## src/rtl/fir_pkg.sv

```systemverilog
// Shared types and constants for the 4-tap FIR filter.
package fir_pkg;

  localparam int DATA_W = 16;
  localparam int NTAPS  = 4;

  typedef logic signed [DATA_W-1:0] sample_t;

  // Default coefficients: taps x[t], x[t-1], x[t-2], x[t-3].
  localparam sample_t COEF0 = 16'sd2;
  localparam sample_t COEF1 = 16'sd3;
  localparam sample_t COEF2 = -16'sd2;
  localparam sample_t COEF3 = 16'sd8;

endpackage

```

## src/rtl/fir_delay_line.sv

```systemverilog
// N-deep register chain with asynchronous active-low clear.
// taps[k*W +: W] holds the input delayed by k+1 clocks.
module fir_delay_line #(
  parameter int N = 3,
  parameter int W = 16
) (
  input  logic           clk,
  input  logic           rst_n,
  input  logic [W-1:0]   din,
  output logic [N*W-1:0] taps
);

  logic [W-1:0] stage_reg  [N];
  logic [W-1:0] stage_next [N];

  // Each stage loads from its predecessor; the head loads the new sample.
  generate
    for (genvar gi = 0; gi < N; gi++) begin : g_stage
      if (gi == 0) begin : g_head
        assign stage_next[gi] = din;
      end else begin : g_link
        assign stage_next[gi] = stage_reg[gi-1];
      end
      assign taps[gi*W +: W] = stage_reg[gi];
    end
  endgenerate

  // Shift the chain every edge; clear the whole history at once on reset.
  always_ff @(posedge clk or negedge rst_n) begin
    if (!rst_n) begin
      for (int i = 0; i < N; i++) stage_reg[i] <= '0;
    end else begin
      for (int i = 0; i < N; i++) stage_reg[i] <= stage_next[i];
    end
  end

endmodule

```

## src/rtl/fir4_filter.sv

```systemverilog
// 4-tap direct-form FIR: result = C0*x[t] + C1*x[t-1] + C2*x[t-2] + C3*x[t-3],
// combinational from arg, wrapping modulo 2^DATA_W.
module fir4_filter #(
  parameter int                       DATA_W = fir_pkg::DATA_W,
  parameter logic signed [DATA_W-1:0] C0     = DATA_W'(fir_pkg::COEF0),
  parameter logic signed [DATA_W-1:0] C1     = DATA_W'(fir_pkg::COEF1),
  parameter logic signed [DATA_W-1:0] C2     = DATA_W'(fir_pkg::COEF2),
  parameter logic signed [DATA_W-1:0] C3     = DATA_W'(fir_pkg::COEF3)
) (
  input  logic                     system1000,
  input  logic                     system1000_rstn,
  input  logic signed [DATA_W-1:0] arg,
  output logic signed [DATA_W-1:0] result
);

  localparam int NT = fir_pkg::NTAPS;

  logic [(NT-1)*DATA_W-1:0]  hist;
  logic signed [DATA_W-1:0]  tap  [NT];
  logic signed [DATA_W-1:0]  coef [NT];
  logic signed [DATA_W-1:0]  sum_next;

  fir_delay_line #(
    .N (NT-1),
    .W (DATA_W)
  ) u_delay (
    .clk   (system1000),
    .rst_n (system1000_rstn),
    .din   (arg),
    .taps  (hist)
  );

  // Tap 0 is the live input; the rest come from the delay line.
  assign tap[0] = arg;
  generate
    for (genvar gi = 1; gi < NT; gi++) begin : g_tap
      assign tap[gi] = $signed(hist[(gi-1)*DATA_W +: DATA_W]);
    end
  endgenerate

  assign coef[0] = C0;
  assign coef[1] = C1;
  assign coef[2] = C2;
  assign coef[3] = C3;

  // Dot product at DATA_W width: the low DATA_W bits of a product or sum
  // never depend on higher bits, so this equals the truncated exact sum.
  always_comb begin
    sum_next = '0;
    for (int k = 0; k < NT; k++) begin
      sum_next = sum_next + coef[k] * tap[k];
    end
  end

  assign result = sum_next;

endmodule

```

## config.mk

```make
export PLATFORM = sky130hd
export DESIGN_NAME = fir4_filter
export DESIGN_NICKNAME = d
export VERILOG_FILES = /design/src/rtl/fir_pkg.sv /design/src/rtl/fir_delay_line.sv /design/src/rtl/fir4_filter.sv
export SDC_FILE = /design/constraint.sdc
export NUM_CORES = 1
export LEC_CHECK = 0
export BUFFER_PORTS_ARGS = -buffer_cell sky130_fd_sc_hd__buf_2
export CAP_MARGIN = 20
export CELL_PAD_IN_SITES_DETAIL_PLACEMENT = 1
export CELL_PAD_IN_SITES_GLOBAL_PLACEMENT = 1
export CORE_MARGIN = 2
export CORE_UTILIZATION = 44
export CTS_BUF_LIST = sky130_fd_sc_hd__clkbuf_8
export CTS_CLUSTER_SIZE = 10
export DETAILED_ROUTE_END_ITERATION = 8
export PLACE_DENSITY_LB_ADDON = 0.1
export SLEW_MARGIN = 20
export SYNTH_ARGS = -nofsm -noshare
export SYNTH_HDL_FRONTEND = slang
export SYNTH_SLANG_ARGS = --single-unit
```

## constraint.sdc

```tcl
create_clock -name system1000 -period 6.61 [get_ports system1000]
set_clock_uncertainty 0.15 [all_clocks]
set_input_delay 1.322 -clock system1000 [delete_from_list [all_inputs] [get_ports system1000]]
set_output_delay 1.322 -clock system1000 [all_outputs]
set_load 0.05 [all_outputs]
```

# ---- Word-level counts from Yosys, hierarchy flattened
# Index checks and enable logic that the tools add are counted.
dict set report totals {
  wordCells 8
  reg_bits 44
  output_inout_bits 16
  inputBits 18
}
dict set report classes {
  addsub 4
  mul 1
}
# operator count
set op_table {}
lappend op_table {{adder 16 bit} 3}
lappend op_table {{multiplier 3 x 16 -> 16 bit, first input constant} 1}
lappend op_table {{negation 15 bit} 1}

# ---- Depth between registers and ports, before layout
dict set report logic_depth {
  word_depth 4
  depth_mapped 19
  depth_no_buf 19
}

# ---- By module
# Synthesis repeated with hierarchy kept, for this count alone.
dict set report unflattened {
  hier_cells 300
  hier_area_um2 3369.5
}
# module cells_each area_each_um2 n_inst seq_area_each_um2
set modules_own_cells {}
lappend modules_own_cells {fir4_filter 252 2168.3 1 0.0}
lappend modules_own_cells {fir_delay_line 48 1201.2 1 1201.2}

# ---- Worst setup path before layout
# No wires, ideal clock.
dict set report synth_path {
  path_kind {in2out}
  start {in arg[2]}
  end {out result[15]}
  path_stages 15
  arrival_time_ns 5.046
  slack_ns 0.092
  path_cell_list {fa_1 -> fa_1 -> inv_1 -> fa_1 -> inv_1 -> ha_1 -> inv_1 -> fa_1 -> nor2b_1 -> o21ai_0 -> a21boi_0 -> o21ai_0 -> a21oi_1 -> o22ai_1 -> xnor2_1}
}
dict set report synth_between {
  elab_chain_len 3
}
# item line_no
set synth_lines {}
lappend synth_lines {{start, declared} fir4_filter.sv:12} ;# input logic signed [DATA_W-1:0] arg,
lappend synth_lines {{adder 16 bit (3 in series)} fir4_filter.sv:51} ;# sum_next = sum_next + coef[k] * tap[k];
lappend synth_lines {{end, declared} fir4_filter.sv:13} ;# output logic signed [DATA_W-1:0] result
# Every way passes these cells.

# ---- Worst setup path in the final report
dict set report layout_path {
  start {reg u_delay.stage_reg (netlist bit u_delay.taps[17])}
  end {out result[14]}
}
dict set report layout_between {
  elab_chain_len 3
}
# item line_no
set layout_lines {}
lappend layout_lines {{start, declared} fir_delay_line.sv:13} ;# logic [W-1:0] stage_reg [N];
lappend layout_lines {{negation 15 bit (implied by the code)} fir4_filter.sv:51}
lappend layout_lines {{adder 16 bit (2 in series)} fir4_filter.sv:51}
# Every way passes these cells.

==> impl_results.md <==
* First-pass GRT wire length at 10700 µm
* Share of the yosys chip area belonging to registers at 0.347
* DRC at 0
* Wirelength per Cell at 14.7 µm
* Final Max Tran Viols at 0
* Fin nets at 419
* Die Y at 89.0 µm
* Filler cell count in the final layout at 802
* Detailed placer's ending HPWL at 5140 µm
* Cell Area, Placed at 3510 µm²
* FF+latch count, synth at 44
* Final hold violations at 0
* CTS tree: done
* All-Layer GR Usage at 0.180
* Max cap viols at 0
* Vias in the first global route at 2255
* Largest cells by area after synthesis: dfrtp_1, fa_1, ha_1
* Area growth from synthesis to layout at 17.8%
* WHS at 0.272 ns
* Initial DRC Count at 21
* Max Fclk at 157 MHz
* Peak supply drop at 0.000396 V
* Initial antenna violation count at 0
* Cells after synthesis at 284
* Actual slew at the worst max-slew pin at 1.00 ns
* Vias per inst at 4.66
* TritonCTS buffer count at 5
* Clock Pin Slew Worst Setup and Hold Paths at 0.08 ns
* Worst Setup Path Type: flop to output port
* Cts hold-fix bufs at 0
* RePlAce Congestion at 0.778
* Largest net degree at the start of global routing at 45
* Post-layout util at 0.542
* Max reg flops at 44
* Clock Path Buffers at 2
* Startpoint Class: flop
* Leakage power at 0.00190 µW
* Mapped Area at 3180 µm²
* Crit path DAT at 4.91 ns
* Die area at 7920 µm²
* Antenna Violating Nets Remaining at 0
* CP required at 5.14 ns
* Top cell type's share of synthesized area at 0.347
* Core area at 6910 µm²
* Hold Crit Class: flop to flop
* DR pass1 iterations at 4
* Slew HR at 0.331
* Syn nets at 371
* Synth area leader: dfrtp_1
* Outcome: finished clean
* Final Instance Area at 3740 µm²
* Routed WL at 6290 µm
* Ports at 34
* Fin crit period at 6.38 ns
* Antenna cell count at 0
* Die X at 89.0 µm
* Share of cells above drive strength 1 at 0.205
* I/O Buffers at 33
* Crit-path max FO at 4
* Total congestion overflow at 0
* Via count at 1995
* Most frequent cells in the layout: inv_1, dfrtp_1, fa_1
* Pwr dens at 482 nW/µm²
* Skew-Pair Late Insertion Delay at 0.29 ns
* CTS root buf: clkbuf_8
* CP endpoint kind: output port
* Yosys warning total at 0
* Mean post-synth cell area at 11.2 µm²
* Synth unique cells at 28
* Site Rows at 30
* # setup viols final at 0
* Commonest non-fill, non-tap cell in the layout: inv_1
* CTS sink count at 44
* Final worst-path cycle share at 0.965
* RSZ-0062 raised after global routing: yes
* Starting Density at 0.460
* CTS H-tree lvls at 2
## Yosys cell counts, drive strengths merged
| cell | instances |
|---|---|
| a2111oi | 1 |
| a21boi | 1 |
| a21o | 2 |
| a21oi | 5 |
| a41oi | 1 |
| and2 | 1 |
| buf | 1 |
| dfrtp | 44 |
| fa | 39 |
| ha | 30 |
| inv | 88 |
| nand2 | 7 |
| nand3 | 1 |
| nand3b | 1 |
| nor2 | 5 |
| nor2b | 1 |
| nor3 | 6 |
| nor4 | 2 |
| nor4b | 1 |
| o21a | 3 |
| o21ai | 7 |
| o21bai | 1 |
| o22ai | 1 |
| or3 | 4 |
| xnor2 | 28 |
| xor2 | 3 |
## power by group
group	internal, µW	switching, µW	leakage (µW)
sequential	283	13.8	0.000512
combinational	420	849	0.00133
clock	149	89.9	0.0000642
total	851	953	0.00190
## area by class of cell
cell class | instances | area (µm²) | area share
multi-input combinational | 151 | 1820 | 0.487
sequential | 44 | 1100 | 0.295
inverter | 88 | 330 | 0.0883
timing repair buffer | 42 | 238 | 0.0635
tap | 96 | 120 | 0.0321
clock buffer | 5 | 68.8 | 0.0184
clock inverter | 2 | 60.1 | 0.0160
## metal layers
layer | track usage | vias up | part of all wire
met2 | 0.317 | 23 | 0.53
met1 | 0.237 | 1027 | 0.44
met5 | 0 | - | 0
li1 | - | 943 | -
met4 | 0.0244 | 0 | 0.0051
met3 | 0.0369 | 2 | 0.025
## per-stage QoR
| stage | setup slack [ns] | instances | power (µW) | TNS, ns |
|---|---|---|---|---|
| finish | 0.230 | 428 | 1800 | 0 |
| global route | -0.0395 | 428 | 1940 | -0.0524 |
| CTS | 0.0198 | 427 | 1810 | 0 |
| detailed placement | -0.0612 | 420 | 1520 | -0.0612 |
| global placement | 0.0191 | 420 | 1510 | 0 |
| floorplan | 0.0925 | 284 | 1240 | 0 |
## kinds of logic after synthesis
kind of cell | count (synthesis) | synth area share
fa+ha+maj | 69 | 0.364
buf+inv | 89 | 0.106
xor+xnor | 31 | 0.0855
compound gates | 22 | 0.0429
flops | 44 | 0.347
simple gates | 29 | 0.0547
## critical path: stages, from the launching register on
cell and delay, ns:
dfrtp_1 0.42, inv_2 0.09, ha_4 0.14, nand2_1 0.08, or3_4 0.36, or3_4 0.38, nor3_4 0.13, xor2_1 0.10
fa_1 0.49, inv_1 0.05, fa_1 0.48, inv_1 0.06, fa_1 0.54, inv_1 0.07, ha_4 0.26, a21o_1 0.16
a41oi_2 0.21, o21bai_1 0.09, a21oi_1 0.15, xnor2_1 0.13, buf_4 0.21
## what timing repair did
item	CTS	global route
pin swaps	0	5
endpoints found under the setup margin	4	5
buffers inserted	0	1
gates resized for setup	10	16
## final timing paths
path | startpoint | end | slack [ns] | depth (start not counted)
worst max-delay path | u_delay.taps[17] | result[14] | 0.23 | 20
worst min-delay path | u_delay.taps[7] | u_delay.taps[23] | 0.27 | 0
worst max register to register | u_delay.taps[16] | u_delay.taps[32] | 5.80 | 1
worst min register to register | u_delay.taps[7] | u_delay.taps[23] | 0.27 | 0
max in group asynchronous | system1000_rstn | u_delay.taps[18] | 4.57 | 1
min in group asynchronous | system1000_rstn | u_delay.taps[10] | 1.03 | 1
No activity file was read; power rests on OpenSTA's default activity.
